`src/rtl/pll_ctrl_pkg.sv`:
```
// pll_ctrl_pkg: shared state encoding and widths for the PLL reset sequencer
package pll_ctrl_pkg;
    localparam int RETRY_W = 2;
    typedef enum logic [2:0] {
        HOLD      = 3'd0,
        WAIT_LOCK = 3'd1,
        STABLE    = 3'd2,
        READY     = 3'd3,
        FAIL      = 3'd4
    } state_t;
endpackage

```
`src/rtl/sync_2ff.sv`:
```
// sync_2ff: two-flop synchronizer for a single asynchronous level
module sync_2ff (
    input  logic clk,
    input  logic rst_n,
    input  logic d,
    output logic q
);
    logic meta;
    // shift the async level through two flops to settle metastability
    always_ff @(posedge clk or negedge rst_n)
        if (!rst_n) {q, meta} <= 2'b00;
        else        {q, meta} <= {meta, d};
endmodule

```
`src/rtl/pll_reset_ctrl.sv`:
```
// pll_reset_ctrl: sequences PLL reset, qualifies lock with retry, drives system reset
module pll_reset_ctrl
    import pll_ctrl_pkg::*;
#(
    parameter int RST_HOLD_CYC = 16,
    parameter int LOCK_TIMEOUT = 65536,
    parameter int LOCK_STABLE  = 256,
    parameter int MAX_RETRY    = 3,
    parameter int CNT_W        = 17
) (
    input  logic               clk,
    input  logic               rst_n,
    input  logic               locked,
    input  logic               restart,
    output logic               pll_reset,
    output logic               pll_ready,
    output logic               sys_rst_n,
    output logic               fail,
    output logic [RETRY_W-1:0] retry_cnt,
    output logic [2:0]         state_dbg
);
    state_t           state;
    logic             locked_s;
    logic [CNT_W-1:0] hold_cnt, to_cnt, stb_cnt;

    sync_2ff u_sync (.clk(clk), .rst_n(rst_n), .d(locked), .q(locked_s));

    assign state_dbg = state;

    function automatic logic [CNT_W-1:0] inc(input logic [CNT_W-1:0] v);
        return (&v) ? v : v + CNT_W'(1);
    endfunction

    // sequencer: restart overrides everything; timeout beats lock events
    always_ff @(posedge clk or negedge rst_n) begin
        if (!rst_n) begin
            state     <= HOLD;
            pll_reset <= 1'b1;
            pll_ready <= 1'b0;
            sys_rst_n <= 1'b0;
            fail      <= 1'b0;
            retry_cnt <= '0;
            hold_cnt  <= '0;
            to_cnt    <= '0;
            stb_cnt   <= '0;
        end else if (restart) begin
            state     <= HOLD;
            pll_reset <= 1'b1;
            pll_ready <= 1'b0;
            sys_rst_n <= 1'b0;
            fail      <= 1'b0;
            retry_cnt <= '0;
            hold_cnt  <= '0;
            to_cnt    <= '0;
            stb_cnt   <= '0;
        end else begin
            case (state)
                HOLD: begin
                    if (hold_cnt >= CNT_W'(RST_HOLD_CYC - 1)) begin
                        state     <= WAIT_LOCK;
                        pll_reset <= 1'b0;
                        hold_cnt  <= '0;
                        to_cnt    <= '0;
                    end else begin
                        hold_cnt <= inc(hold_cnt);
                    end
                end
                WAIT_LOCK, STABLE: begin
                    if (to_cnt >= CNT_W'(LOCK_TIMEOUT - 1)) begin
                        if (retry_cnt == RETRY_W'(MAX_RETRY)) begin
                            state <= FAIL;
                            fail  <= 1'b1;
                        end else begin
                            state     <= HOLD;
                            retry_cnt <= retry_cnt + RETRY_W'(1);
                        end
                        pll_reset <= 1'b1;
                        hold_cnt  <= '0;
                        to_cnt    <= '0;
                        stb_cnt   <= '0;
                    end else if (!locked_s) begin
                        state   <= WAIT_LOCK;
                        stb_cnt <= '0;
                        to_cnt  <= inc(to_cnt);
                    end else if (state == STABLE && stb_cnt >= CNT_W'(LOCK_STABLE - 1)) begin
                        state     <= READY;
                        pll_ready <= 1'b1;
                        sys_rst_n <= 1'b1;
                        retry_cnt <= '0;
                    end else begin
                        state   <= STABLE;
                        stb_cnt <= (state == STABLE) ? inc(stb_cnt) : '0;
                        to_cnt  <= inc(to_cnt);
                    end
                end
                READY: begin
                    if (!locked_s) begin
                        state     <= HOLD;
                        pll_reset <= 1'b1;
                        pll_ready <= 1'b0;
                        sys_rst_n <= 1'b0;
                        hold_cnt  <= '0;
                    end
                end
                FAIL: begin
                    pll_reset <= 1'b1;
                    fail      <= 1'b1;
                    pll_ready <= 1'b0;
                    sys_rst_n <= 1'b0;
                end
                default: begin
                    state     <= HOLD;
                    pll_reset <= 1'b1;
                    pll_ready <= 1'b0;
                    sys_rst_n <= 1'b0;
                    hold_cnt  <= '0;
                end
            endcase
        end
    end
endmodule

```
`config.mk`:
```
export PLATFORM = sky130hd
export DESIGN_NAME = pll_reset_ctrl
export DESIGN_NICKNAME = d
export VERILOG_FILES = /design/src/rtl/pll_ctrl_pkg.sv /design/src/rtl/sync_2ff.sv /design/src/rtl/pll_reset_ctrl.sv
export SDC_FILE = /design/constraint.sdc
export NUM_CORES = 1
export LEC_CHECK = 0
export CAP_MARGIN = 25
export CORE_UTILIZATION = 53
export CTS_CLUSTER_SIZE = 12
export DETAILED_ROUTE_END_ITERATION = 12
export PLACE_DENSITY = 0.78
export SYNTH_ARGS = -nofsm -noshare
export SYNTH_HDL_FRONTEND = slang
export SYNTH_SLANG_ARGS = --single-unit
```
`constraint.sdc`:
```
create_clock -name clk -period 3.6 [get_ports clk]
set_input_delay 0.36 -clock clk [delete_from_list [all_inputs] [get_ports clk]]
set_output_delay 0.36 -clock clk [all_outputs]
set_load 0.03 [all_outputs]
```
Word-level counts from Yosys, hierarchy flattened --
Index checks and enable logic that the tools add are counted.
Storage, ports and cells: register bits after elaboration 61, word-level logic and storage cells 104
Cells by class: $add $sub $neg 4, magnitude comparators 3, equality and inequality tests 19, mux-type cells 49, reductions and logical operators 19
Operators with widths (count):
- $mux W17 | 18
- $pmux W17 S4 | 1
- $add A17 B1 Y17 const B | 3
- $reduce_and A17 Y1 | 3
- $pmux W17 S2 | 1
- $ne A3 B3 Y1 const B | 7
- $ge A17 B16 Y1 const B | 1
- $ge A17 B4 Y1 const B | 1
- $ge A17 B8 Y1 const B | 1
- $mux W3 | 5
- $reduce_and A3 Y1 | 5
- $mux W2 | 7
- $mux W1 | 13
- $pmux W3 S4 | 1
- $reduce_bool A3 Y1 | 4
- $ne A5 B5 Y1 const B | 2
- $ne A4 B4 Y1 const B | 2
- $reduce_and A4 Y1 | 2
- $eq A3 B2 Y1 const B | 2
- $pmux W1 S3 | 2
- $reduce_and A5 Y1 | 1
- $ne A2 B2 Y1 const B | 2
- $eq A3 B1 Y1 const B | 1
- $eq A3 B3 Y1 const B | 1
- other kinds (8) | 8

Depth between registers and ports, before layout --
Gate-level depths: netlist of the first run.
depth after elaboration 8, depth in mapped cells 12, mapped depth without buffers 11

Cells and area by module --
Synthesis of the first run repeated with hierarchy kept, for this count alone.
Second synthesis, totals: cell total of the unflattened synthesis 325, area, all modules 3223.1 µm²
By module, submodules not included:
- pll_reset_ctrl | times used 1, cells each 323, area an instance 3173.0 µm²
- sync_2ff | times used 1, cells each 2, area an instance 50.0 µm²

Worst setup path after synthesis of the first run --
OpenSTA, ideal clock, no wires.
kind reg2reg, start register to_cnt[0], end register to_cnt[16], library setup time 0.125 ns, data arrival time 2.988 ns, path slack 0.487 ns, cell stages (with the launch flop) 12, buffers on the path 0, path through dfrtp_1 ha_1 nand3_1 nor4_1 and3_1 and3_1 ha_1 nor2_2 or4b_2 a211oi_1 nor3_4 mux2_2
Between the ends: longest elaborated chain between the ends 7
RTL lines:
- start, declared | line pll_reset_ctrl.sv:24 | logic [CNT_W-1:0] hold_cnt, to_cnt, stb_cnt;
- start signal, assigned | line pll_reset_ctrl.sv:84 | to_cnt <= inc(to_cnt);
- start signal, assigned | line pll_reset_ctrl.sv:93 | to_cnt <= inc(to_cnt);
- $add A17 B1 Y17 or $reduce_and A17 Y1 (tied branches) | line pll_reset_ctrl.sv:31 | return (&v) ? v : v + CNT_W'(1);
- $mux W17 | line pll_reset_ctrl.sv:31
- $mux W17 | line pll_reset_ctrl.sv:85 | end else if (state == STABLE && stb_cnt >= CNT_W'(LOCK_STABLE - 1)) begin
- $mux W17 | line pll_reset_ctrl.sv:81 | end else if (!locked_s) begin
- $mux W17 | line pll_reset_ctrl.sv:69 | if (to_cnt >= CNT_W'(LOCK_TIMEOUT - 1)) begin
- $pmux W17 S2 | line pll_reset_ctrl.sv:57 | case (state)
- $mux W17 | line pll_reset_ctrl.sv:46 | end else if (restart) begin
Parallel ways exist; a longest one is shown, timed or not. The select of a mux whose other input is x is not followed. A chain may end at the register's enable or synchronous reset.

Worst setup path after layout of the first run --
start register to_cnt[0], end register stb_cnt[4]
Between the ends: longest elaborated chain between the ends 4
RTL lines:
- $ge A17 B16 Y1 * | line pll_reset_ctrl.sv:69
- $mux W17 | line pll_reset_ctrl.sv:69
- $mux W17 | line pll_reset_ctrl.sv:57
- $mux W17 | line pll_reset_ctrl.sv:46
- end signal, assigned | line pll_reset_ctrl.sv:92 | stb_cnt <= (state == STABLE) ? inc(stb_cnt) : '0;
- end, declared | line pll_reset_ctrl.sv:24
Mark *: on every way between the ends. The rest lies on a longest branch, timed or not. The select of a mux whose other input is x is not followed.

==> results of run 1 <==
-- sequential cells by signal (all words and copies together) (netlist names) --
signal and count:
fail 1, hold_cnt 17, pll_reset 1, retry_cnt 2
state_dbg 3, stb_cnt 17, sys_rst_n 1, to_cnt 17
u_sync.meta 1, u_sync.q 1
-- stage by stage --
step / cells / hold WS [ns]
after floorplan: 337 / 0.0644
after global placement: 418 / 0.332
final: 436 / 0.351
after global routing: 436 / 0.363
after detailed placement: 419 / 0.273
after CTS: 436 / 0.356
-- metal layers --
| metal | vias up | global-route usage (%) | part of all wire [%] |
|---|---|---|---|
| met2 | 70 | 38.2 | 47 |
| met5 | - | 0 | 0 |
| met1 | 1334 | 33.3 | 48 |
| met3 | 11 | 5.91 | 4.1 |
| li1 | 1333 | - | - |
| met4 | 0 | 7.32 | 1.5 |
-- power groups by stage --
stage                     Clock [mW]  Sequential (mW)  Combinational (mW)
after global placement             0            0.757               0.266
after CTS                      0.552            0.746               0.274
after global routing           0.586            0.750               0.306
final                          0.547            0.746               0.275
after floorplan                    0            0.763               0.182
after detailed placement           0            0.758               0.271
-- kinds of logic after synthesis --
logic type	count (synthesis)	share of synthesized area, %
xor+xnor	2	0.536
fa+ha+maj	8	3.06
simple gates	152	26.4
flops	61	46.8
mux	6	1.99
compound gates	85	17.9
buf+inv	23	3.37
-- cell usage after synthesis (all sizes together) (4+ instances only) --
cell type / count / area share, %
a211oi: 4 / 0.92
a21o: 6 / 1.4
a21oi: 10 / 1.5
a31oi: 29 / 5.6
and2: 7 / 1.3
and3: 8 / 1.5
and4: 7 / 2.0
buf: 7 / 1.5
clkbuf: 6 / 0.73
dfrtp: 60 / 46
ha: 8 / 3.1
inv: 10 / 1.1
mux2: 4 / 1.4
nand2: 19 / 2.2
nand3: 17 / 2.6
nand4: 8 / 2.0
nor2: 30 / 3.6
nor2b: 5 / 0.96
nor3: 19 / 3.3
nor4: 7 / 1.3
o21ai: 13 / 2.0
o22a: 5 / 1.3
or3: 9 / 1.9
or4: 5 / 1.1
-- final cells by class --
class / count / area share (%)
multi-input cells: 253 / 44.6
flip-flops and latches: 61 / 41.7
repair buffers: 21 / 5.40
clock buffers: 14 / 4.44
well taps: 75 / 2.56
inverters: 10 / 1.02
clock inverters: 2 / 0.273
-- final timing paths --
path | start | cells after the start | endpoint
max | to_cnt[0]$_DFFE_PN0P_ | 11 | stb_cnt[4]$_DFFE_PN0P_
min | u_sync.meta$_DFF_PN0_ | 0 | u_sync.q$_DFF_PN0_
max reg2reg | to_cnt[0]$_DFFE_PN0P_ | 11 | stb_cnt[4]$_DFFE_PN0P_
min reg2reg | u_sync.meta$_DFF_PN0_ | 0 | u_sync.q$_DFF_PN0_
max in group asynchronous | rst_n | 3 | pll_reset$_DFFE_PN1P_
min in group asynchronous | rst_n | 2 | stb_cnt[12]$_DFFE_PN0P_
-- timing repair --
action,4_1_cts,5_1_grt
hold buffers,1,0
gates resized for setup,0,1
endpoints found under the setup margin,0,2
hold endpoints to repair,11,0
-- worst reg2reg max path, stage by stage (launching register included) --
cell and delay, ns:
dfrtp_1 0.42, ha_1 0.24, nand3_1 0.17, nor4_1 0.10
and3_1 0.22, and3_1 0.20, ha_1 0.19, nor2_2 0.26
or4b_2 0.66, nor2_1 0.39, nand3_1 0.19, o31ai_1 0.22
==> results by group, run 1 <==
Synthesis
  – Post-synth top flop: dfrtp_1
  – EDFF count, synth: 0
  – Post-synth ARST share: 100%
  – Sequential area share after synthesis: a little under half
  – Syn Nets: approximately 350
  – Synth Instances: roughly 340
  – Synth Cell Area: around 0.0033 mm^2
  – Synthesized area per cell: between 9 and 10 um^2
  – Yosys reg bits: between 60 and 70
  – Ys Warns: 0
  – Synth unique cells: 58

Cells and area
  – Most frequent cells in the layout: 60 x dfrtp_1, 29 x a31oi_1, 28 x nor2_1, 19 x nand2_1, 18 x nor3_1
  – Fin util: about three fifths
  – Share of layout cells above drive strength 1: 11.1%
  – # diodes: 0
  – Multi-input logic area: between 0.0015 and 0.002 mm^2
  – Final nets: 368
  – # fillers: roughly 480
  – P&R area growth vs syn: 12.1%
  – Most common cell after layout, fill and taps aside: dfrtp_1
  – Design Area, Final: approximately 0.0037 mm^2
  – Storage cell area: between 0.0015 and 0.002 mm^2

Worst setup path
  – Crit-path cells: ha_1, nand3_1, nor4_1, and3_1, and3_1, ha_1, nor2_2, or4b_2, nor2_1, nand3_1, o31ai_1
  – CP Data Required Time: ~3.9 ns
  – Kind of critical path: reg2reg
  – Critical path data arrival time: approximately 3.6 ns
  – CP max FO: 8
  – Reg2Reg Setup Slack: around 0.24 ns
  – Startpoint type of the worst setup path: flop
  – Delay-heaviest family, CP: simple AND/OR/NAND/NOR gates
  – Worst path bufs/invs: 0
  – Slowest library cell on the worst path: or4b_2
  – CP peak stage delay: around 0.66 ns
  – Setup crit end kind: flop

Power and ir drop
  – Max VDD drop: 0.259 mV
  – Leak pwr: ~1.6 nW
  – Switch Pwr: 465 uW
  – Combinational Power Share: 17.5%
  – PwrDens: 428 mW/mm^2
  – Switching share of power: 29.6%
  – Sequential share of power: between 40 and 50%
  – Clock power share: a little over a third
  – Pwr Total: around 1.6 mW
  – Int Power: 1.10 mW

STA
  – Crit share post-route: approximately 93%
  – Worst slew pin tran: ~0.7 ns
  – Skew final: between 0.008 and 0.009 ns
  – Max Freq: approximately 0.3 GHz
  – Final worst path period need: approximately 3.4 ns
  – Final Max Tran Viols: 0
  – Setup ws final: 0.242 ns
  – Final hold viol count: 0
  – Setup TNS: 0 ns
  – RSZ-0062 raised after global routing: false
  – Setup violators final: 0
  – Slew HR: between 50 and 60%

Global route
  – Largest net degree at the start of global routing: 37
  – Vias in the first global route: around 2600
  – Antenna violations before repair: 0
  – GR Overflow Total: 0
  – Total track usage: between 20 and 25%
  – First-pass GRT wire length: 12100 um

Clocking
  – Sink Count: between 60 and 70
  – Worst-path clk slew: around 0.06 ns
  – Number of buffers created by CTS: 9
  – Post-CTS Setup Bufs: 0
  – Max Root-Sink Buffers: 2
  – CTS Root Cell: clkbuf_8
  – Htree depth: 3
  – CTS tree: yes
  – Worst-Skew Late Latency: around 0.34 ns

Place
  – Global placement routability congestion: slightly below 0.9
  – Place WS: about 0.12 ns
  – Hpwl dp: roughly 4800 um
  – Cell Area, Placed: 0.00348 mm^2
  – Port bufs: 12

Drt
  – # DRC: 0
  – Routed WL: 7110 um
  – Initial DRC Count: roughly 210
  – Vias: ~2700
  – Wire per inst: between 15 and 20 um
  – DRT Pass-1 Iters: 4
  – Antenna Violating Nets Remaining: 0
  – Vias per std cell: ~6.3

Die
  – Die Y: 80.5 um
  – Boundary Pins: 13
  – Die width: slightly above 80 um
  – Initial Utilization: between 50% and 60%
  – Die area: 0.00648 mm^2
  – Row count: 28
  – Core box area: just under 0.006 mm^2

Status
  – Run status: completed

Run
  – Max_cap viols: 0

Worst hold path
  – Worst min path class: reg2reg
(Power assumes the default switching activity.)
==> run 2: changes to the inputs <==
Settings changed: CORE_MARGIN set to 4, CORE_UTILIZATION 53 to 45, PLACE_DENSITY 0.78 to 0.69.
==> run 2 against run 1 <==
  * First-iteration DRC count stayed put
  * Hold slack worse by 0.20 ns
  * Utilization is 8.0 points lower
  * Sequential power hardly changed
  * Final area is 1.6% higher
  * Largest cell class unchanged
==> results by group, run 2 (synthesized netlist as in run 1, its figures left out) <==
Drt
  – Initial DRC Count: 214 (unchanged)
  – Routed WL: 7390 um (+4.0%)
  – Antenna Violating Nets Remaining: 0 (unchanged)
  – # DRC: 0 (unchanged)
  – Vias per std cell: 6.08 (-3.6%)
  – DRT Pass-1 Iters: 4 (unchanged)
  – Wire per inst: 16.2 um (-0.57%)
  – Vias: 2772 (+0.87%)

Global route
  – First-pass GRT wire length: 12500 um (+3.9%)
  – Antenna violations before repair: 0 (unchanged)
  – Largest net degree at the start of global routing: 40 (+8.1%)
  – GR Overflow Total: 0 (unchanged)
  – Total track usage: 18.0% (-6.4 points)
  – Vias in the first global route: 2593 (-0.31%)

Power and ir drop
  – Sequential share of power: 43.5% (-4.1 points)
  – Pwr Total: 1.72 mW (+9.6%)
  – Leak pwr: 1.65 nW (+0.62%)
  – PwrDens: 462 mW/mm^2 (+7.9%)
  – Combinational Power Share: 16.3% (-1.2 points)
  – Switching share of power: 27.5% (-2.1 points)
  – Switch Pwr: 473 uW (+1.7%)
  – Max VDD drop: 0.263 mV (+1.5%)
  – Int Power: 1.25 mW (+13%)
  – Clock power share: 40.2% (+5.3 points)

Worst setup path
  – CP Data Required Time: 3.84 ns (about the same)
  – Reg2reg path depth: 11 (unchanged)
  – Slowest library cell on the worst path: or4b_2
  – Critical path data arrival time: 3.61 ns (about the same)
  – Startpoint type of the worst setup path: flop
  – CP max FO: 8 (unchanged)
  – Delay-heaviest family, CP: simple AND/OR/NAND/NOR gates
  – Worst r2r dst: stb_cnt[4]$_DFFE_PN0P_
  – Setup crit end kind: flop
  – Kind of critical path: reg2reg
  – Worst path bufs/invs: 0 (unchanged)
  – Worst r2r src: to_cnt[0]$_DFFE_PN0P_
  – CP peak stage delay: 0.67 ns (about the same)
  – Reg2Reg Setup Slack: 0.23 ns (about the same)
  – Crit-path cells: ha_1, nand3_1, nor4_1, and3_1, and3_1, ha_1, nor2_2, or4b_2, nor2_1, nand3_1, o31ai_1

Die
  – Row count: 30 (+7.1%)
  – Die Y: 93.2 um (+16%)
  – Die width: 93.2 um (+16%)
  – Core box area: 0.00691 mm^2 (+17%)
  – Initial Utilization: 47.3% (-7.9 points)
  – Die area: 0.00869 mm^2 (+34%)
  – Boundary Pins: 13 (unchanged)

Clocking
  – Number of buffers created by CTS: 9 (unchanged)
  – Worst-Skew Late Latency: 0.34 ns (about the same)
  – CTS tree: yes
  – Htree depth: 3 (unchanged)
  – Max Root-Sink Buffers: 2 (unchanged)
  – CTS Hold Bufs: 0 (-1)
  – CTS Root Cell: clkbuf_8
  – Worst-path clk slew: 0.07 ns (about the same)
  – Sink Count: 61 (unchanged)

Cells and area
  – Most common cell after layout, fill and taps aside: dfrtp_1
  – Largest registers: hold_cnt (17), stb_cnt (17), to_cnt (17)
  – Most frequent cells in the layout: 60 x dfrtp_1, 29 x a31oi_1, 28 x nor2_1, 19 x nand2_1, 18 x nor3_1
  – # diodes: 0 (unchanged)
  – Final nets: 367 (-0.27%)
  – Post-route insts no fill: 456 (+4.6%)
  – Share of layout cells above drive strength 1: 11.4% (+0.31 points)
  – P&R area growth vs syn: 13.9%

Status
  – Run status: completed

STA
  – Setup TNS: 0 ns (unchanged)
  – Max Freq: 0.297 GHz (-0.39%)
  – Worst slew pin tran: 0.904 ns (+0.206 ns)
  – Crit share post-route: 93.6% (+0.37 points)
  – Final hold viol count: 0 (unchanged)
  – Slew HR: 39.8% (-14 points)
  – RSZ-0062 raised after global routing: false
  – Final Max Tran Viols: 0 (unchanged)
  – Final worst path period need: 3.37 ns (+0.0132 ns)
  – Setup violators final: 0 (unchanged)
  – Skew final: 0.0122 ns (+0.00350 ns)

Place
  – Placed cells: 440 (+5.0%)
  – Global placement routability congestion: 0.818 (-6.4%)
  – Hpwl dp: 4960 um (+3.0%)
  – Port bufs: 12 (unchanged)

Worst hold path
  – Worst min path class: in2async

Run
  – Max_cap viols: 0 (unchanged)
-- run 2: changes by cell type in the layout (fill, tap and decap cells not counted) --
cell and change:
clkinvlp_4 +1, bufinv_16 +2, buf_4 +1, dlygate4sd3_1 -1
clkinv_2 -2, clkbuf_1 -1, buf_12 -1
-- run 2: per-stage QoR --
| step | setup WS (ns) | hold slack (ns) | util, % | area, um^2 |
|---|---|---|---|---|
| global route | 0.0226 | 0.205 | 53.9 | 3720 |
| finish | 0.229 | 0.148 | 53.9 | 3720 |
| floorplan | 0.487 | 0.0644 | - | 3270 |
| global placement | 0.220 | 0.335 | 50.5 | 3490 |
| CTS | 0.110 | 0.176 | 53.8 | 3720 |
| detailed placement | 0.139 | 0.337 | 50.5 | 3490 |
-- run 2: power groups by stage --
| stage | Sequential (mW) | Combinational, mW | Clock (mW) |
|---|---|---|---|
| 4_1_cts | 0.748 | 0.281 | 0.707 |
| 5_1_grt | 0.752 | 0.308 | 0.737 |
| 3_3_place_gp | 0.760 | 0.273 | 0 |
| 3_5_place_dp | 0.760 | 0.280 | 0 |
| 2_1_floorplan | 0.763 | 0.182 | 0 |
| 6_report | 0.748 | 0.280 | 0.691 |
-- run 2: worst max-delay path by stage --
stage | startpoint | end | depth (start not counted)
floorplan | to_cnt[0]$_DFFE_PN0P_ | to_cnt[16]$_DFFE_PN0P_ | 11
global placement | to_cnt[0]$_DFFE_PN0P_ | to_cnt[16]$_DFFE_PN0P_ | 11
detailed placement | to_cnt[0]$_DFFE_PN0P_ | to_cnt[16]$_DFFE_PN0P_ | 11
CTS | to_cnt[0]$_DFFE_PN0P_ | to_cnt[16]$_DFFE_PN0P_ | 11
global route | to_cnt[0]$_DFFE_PN0P_ | to_cnt[16]$_DFFE_PN0P_ | 11
finish | to_cnt[0]$_DFFE_PN0P_ | stb_cnt[4]$_DFFE_PN0P_ | 11
-- run 2: timing repair --
action,in CTS,in global routing
setup buffers,0,0
setup endpoints to repair,0,1
gates resized for setup,0,1
-- run 2: area by class of cell --
cell class                      instances  area [um^2]
Clock buffer                           13          159
Clock inverter                          3         67.6
Fill cell                             646         3190
Inverter                               10         37.5
Multi-Input combinational cell        253         1630
Sequential cell                        61         1530
Tap cell                               96          120
Timing Repair Buffer                   20          175
-- run 2: worst reg2reg max path, delay by kind of cell, from the launching register on --
| kind | cells | cell delay, ns |
|---|---|---|
| AND/OR/NAND/NOR | 8 | 2.21 |
| adder cells (fa/ha/maj) | 2 | 0.43 |
| AO/OA/AOI/OAI | 1 | 0.22 |
| flip-flops | 1 | 0.43 |
-- run 2: per-layer routing --
layer / track usage [%] / part of all wire, % / wire length (um) / vias up
met3: 3.70 / 3.7 / 273 / 10
met2: 26.8 / 46 / 3390 / 64
met1: 26.1 / 49 / 3640 / 1378
met5: 0 / 0 / 0 / -
met4: 6.11 / 1.3 / 96 / 0
li1: - / - / - / 1320
==> run 3: changes to the inputs <==
Settings changed: CORE_MARGIN 4 to not set, TNS_END_PERCENT set to 10.
==> run 3 against run 2 <==
  * Final area grew 0.17%
  * Routed wire length fell by 3.8%
  * Global-route usage grew 2.6 points
  * Clock skew decreased by 0.0044 ns
  * Clock power fell by 13%
  * Non-clock buffer count increased by 4
  * Utilization is 0.091 points higher
  * Register-to-register slack gained 0.07 ns
  * Hold slack improved by 0.21 ns
  * Die area is 12% lower
  * Largest power group unchanged
==> results by group, run 3 (synthesized netlist as in run 1, its figures left out) <==
Status
  – Run status: completed

Cells and area
  – P&R area growth vs syn: 14.1%
  – # fillers: 656 (+1.5%)
  – Storage cell area: 0.00153 mm^2 (unchanged)
  – Design Area, Final: 0.00373 mm^2 (+0.17%)
  – # diodes: 0 (unchanged)
  – Most frequent cells in the layout: 60 x dfrtp_1, 29 x a31oi_1, 28 x nor2_1, 19 x nand2_1, 18 x nor3_1
  – Share of layout cells above drive strength 1: 11.8% (+0.42 points)
  – Multi-input logic area: 0.00163 mm^2 (-0.31%)
  – Final nets: 371 (+1.1%)
  – Largest registers: hold_cnt (17), stb_cnt (17), to_cnt (17)
  – Most common cell after layout, fill and taps aside: dfrtp_1

Drt
  – Routed WL: 7110 um (-3.8%)
  – DRT Pass-1 Iters: 4 (unchanged)
  – Vias: 2709 (-2.3%)
  – # DRC: 0 (unchanged)
  – Antenna Violating Nets Remaining: 0 (unchanged)
  – Initial DRC Count: 104 (-51%)
  – Vias per std cell: 5.89 (-3.1%)
  – Wire per inst: 15.5 um (-4.6%)

Worst setup path
  – Kind of critical path: reg2reg
  – Startpoint type of the worst setup path: flop
  – Worst r2r src: to_cnt[0]$_DFFE_PN0P_
  – Critical Path Start: to_cnt[0]$_DFFE_PN0P_
  – CP Capture Point: to_cnt[8]$_DFFE_PN0P_
  – Reg2reg path depth: 12 (+1)
  – Setup crit end kind: flop
  – Critical path data arrival time: 3.56 ns (-0.05 ns)
  – Worst r2r dst: to_cnt[8]$_DFFE_PN0P_
  – CP max FO: 9 (+1)
  – Reg2Reg Setup Slack: 0.30 ns (+0.07 ns)
  – CP Data Required Time: 3.86 ns (+0.02 ns)

STA
  – Slew HR: 55.9% (+16 points)
  – Worst slew pin tran: 0.656 ns (-0.247 ns)
  – Crit share post-route: 91.7% (-2.0 points)
  – Final worst path period need: 3.30 ns (-0.0704 ns)
  – Final Max Tran Viols: 0 (unchanged)
  – Setup TNS: 0 ns (unchanged)
  – Max Freq: 0.303 GHz (+2.1%)
  – Final hold viol count: 0 (unchanged)
  – Setup violators final: 0 (unchanged)
  – Skew final: 0.00775 ns (-0.00442 ns)
  – RSZ-0062 raised after global routing: false

Clocking
  – CTS tree: yes
  – Sink Count: 61 (unchanged)
  – Htree depth: 3 (unchanged)
  – Worst-Skew Late Latency: 0.35 ns (about the same)
  – Worst-path clk slew: 0.07 ns (about the same)
  – Number of buffers created by CTS: 9 (unchanged)
  – CTS Root Cell: clkbuf_8
  – Max Root-Sink Buffers: 2 (unchanged)
  – Post-CTS sizing: 0 (unchanged)

Power and ir drop
  – Leak pwr: 1.66 nW (+0.59%)
  – Max VDD drop: 0.234 mV (-11%)
  – PwrDens: 437 mW/mm^2 (-5.4%)

Die
  – Die area: 0.00760 mm^2 (-12%)
  – Boundary Pins: 13 (unchanged)
  – Die width: 87.2 um (-6.4%)
  – Core box area: 0.00691 mm^2 (unchanged)
  – Row count: 30 (unchanged)
  – Die Y: 87.2 um (-6.4%)
  – Initial Utilization: 47.3% (unchanged)

Place
  – Port bufs: 12 (unchanged)
  – Hpwl dp: 4900 um (-1.3%)
  – Global placement routability congestion: 0.863 (+5.5%)
  – Cell Area, Placed: 0.00350 mm^2 (+0.43%)

Worst hold path
  – Worst min path class: reg2reg

Run
  – Max_cap viols: 0 (unchanged)

Global route
  – Vias in the first global route: 2546 (-1.8%)
  – Largest net degree at the start of global routing: 44 (+10%)
  – Total track usage: 20.6% (+2.6 points)
  – First-pass GRT wire length: 12100 um (-3.6%)
  – Antenna violations before repair: 0 (unchanged)
  – GR Overflow Total: 0 (unchanged)
-- run 3: final cells by class --
cell class / instances / area share (%)
Inverter: 10 / 1.01
Timing Repair Buffer: 24 / 5.91
Sequential cell: 61 / 41.0
Clock inverter: 4 / 1.28
Tap cell: 96 / 3.22
Clock buffer: 12 / 3.89
Multi-Input combinational cell: 253 / 43.7
-- run 3: per-layer routing --
layer / GRT usage, % / up-vias / wire, um
met5: 0 / - / 0
met4: 6.56 / 0 / 72
met3: 5.78 / 8 / 261
met2: 29.9 / 53 / 3120
met1: 29.7 / 1317 / 3660
li1: - / 1331 / -
-- run 3: critical path: stages, from the launching register on --
cell and delay [ns]:
dfrtp_1 0.42, ha_1 0.24, nand3_1 0.17, nor4_1 0.11
and3_1 0.21, and3_1 0.20, ha_1 0.20, nor2_2 0.10
or4b_2 0.63, a211oi_1 0.41, nor3_4 0.14, buf_4 0.20
a31oi_1 0.17
-- run 3: worst min-delay path by stage --
stage / slack [ns] / endpoint / start / cells after the start
after floorplan: 0.06 / fail$_DFFE_PN0P_ / rst_n / 0
after global placement: 0.33 / u_sync.q$_DFF_PN0_ / u_sync.meta$_DFF_PN0_ / 0
after detailed placement: 0.35 / u_sync.q$_DFF_PN0_ / u_sync.meta$_DFF_PN0_ / 0
after CTS: 0.21 / to_cnt[6]$_DFFE_PN0P_ / rst_n / 1
after global routing: 0.37 / u_sync.q$_DFF_PN0_ / u_sync.meta$_DFF_PN0_ / 0
final: 0.36 / u_sync.q$_DFF_PN0_ / u_sync.meta$_DFF_PN0_ / 0
-- run 3: per-stage QoR --
step,worst slack (ns),hold WS (ns),total power [mW],util (%),cells
2_1_floorplan,0.487,0.0644,0.945,-,337
3_3_place_gp,0.444,0.333,1.03,50.7,442
3_5_place_dp,0.297,0.346,1.03,50.7,442
4_1_cts,0.300,0.207,1.64,53.5,458
5_1_grt,0.0650,0.368,1.71,54.0,460
6_report,0.299,0.361,1.63,54.0,460
-- run 3: report_power, final --
part	total [mW]	internal, mW	switching, mW
clock	0.603	0.336	0.267
sequential	0.747	0.713	0.0343
combinational	0.279	0.108	0.171
-- run 3: what timing repair did --
action                                 in CTS  in global routing
endpoints found under the hold margin       0                  5
hold buffers                                0                  1
buffers inserted                            0                  0
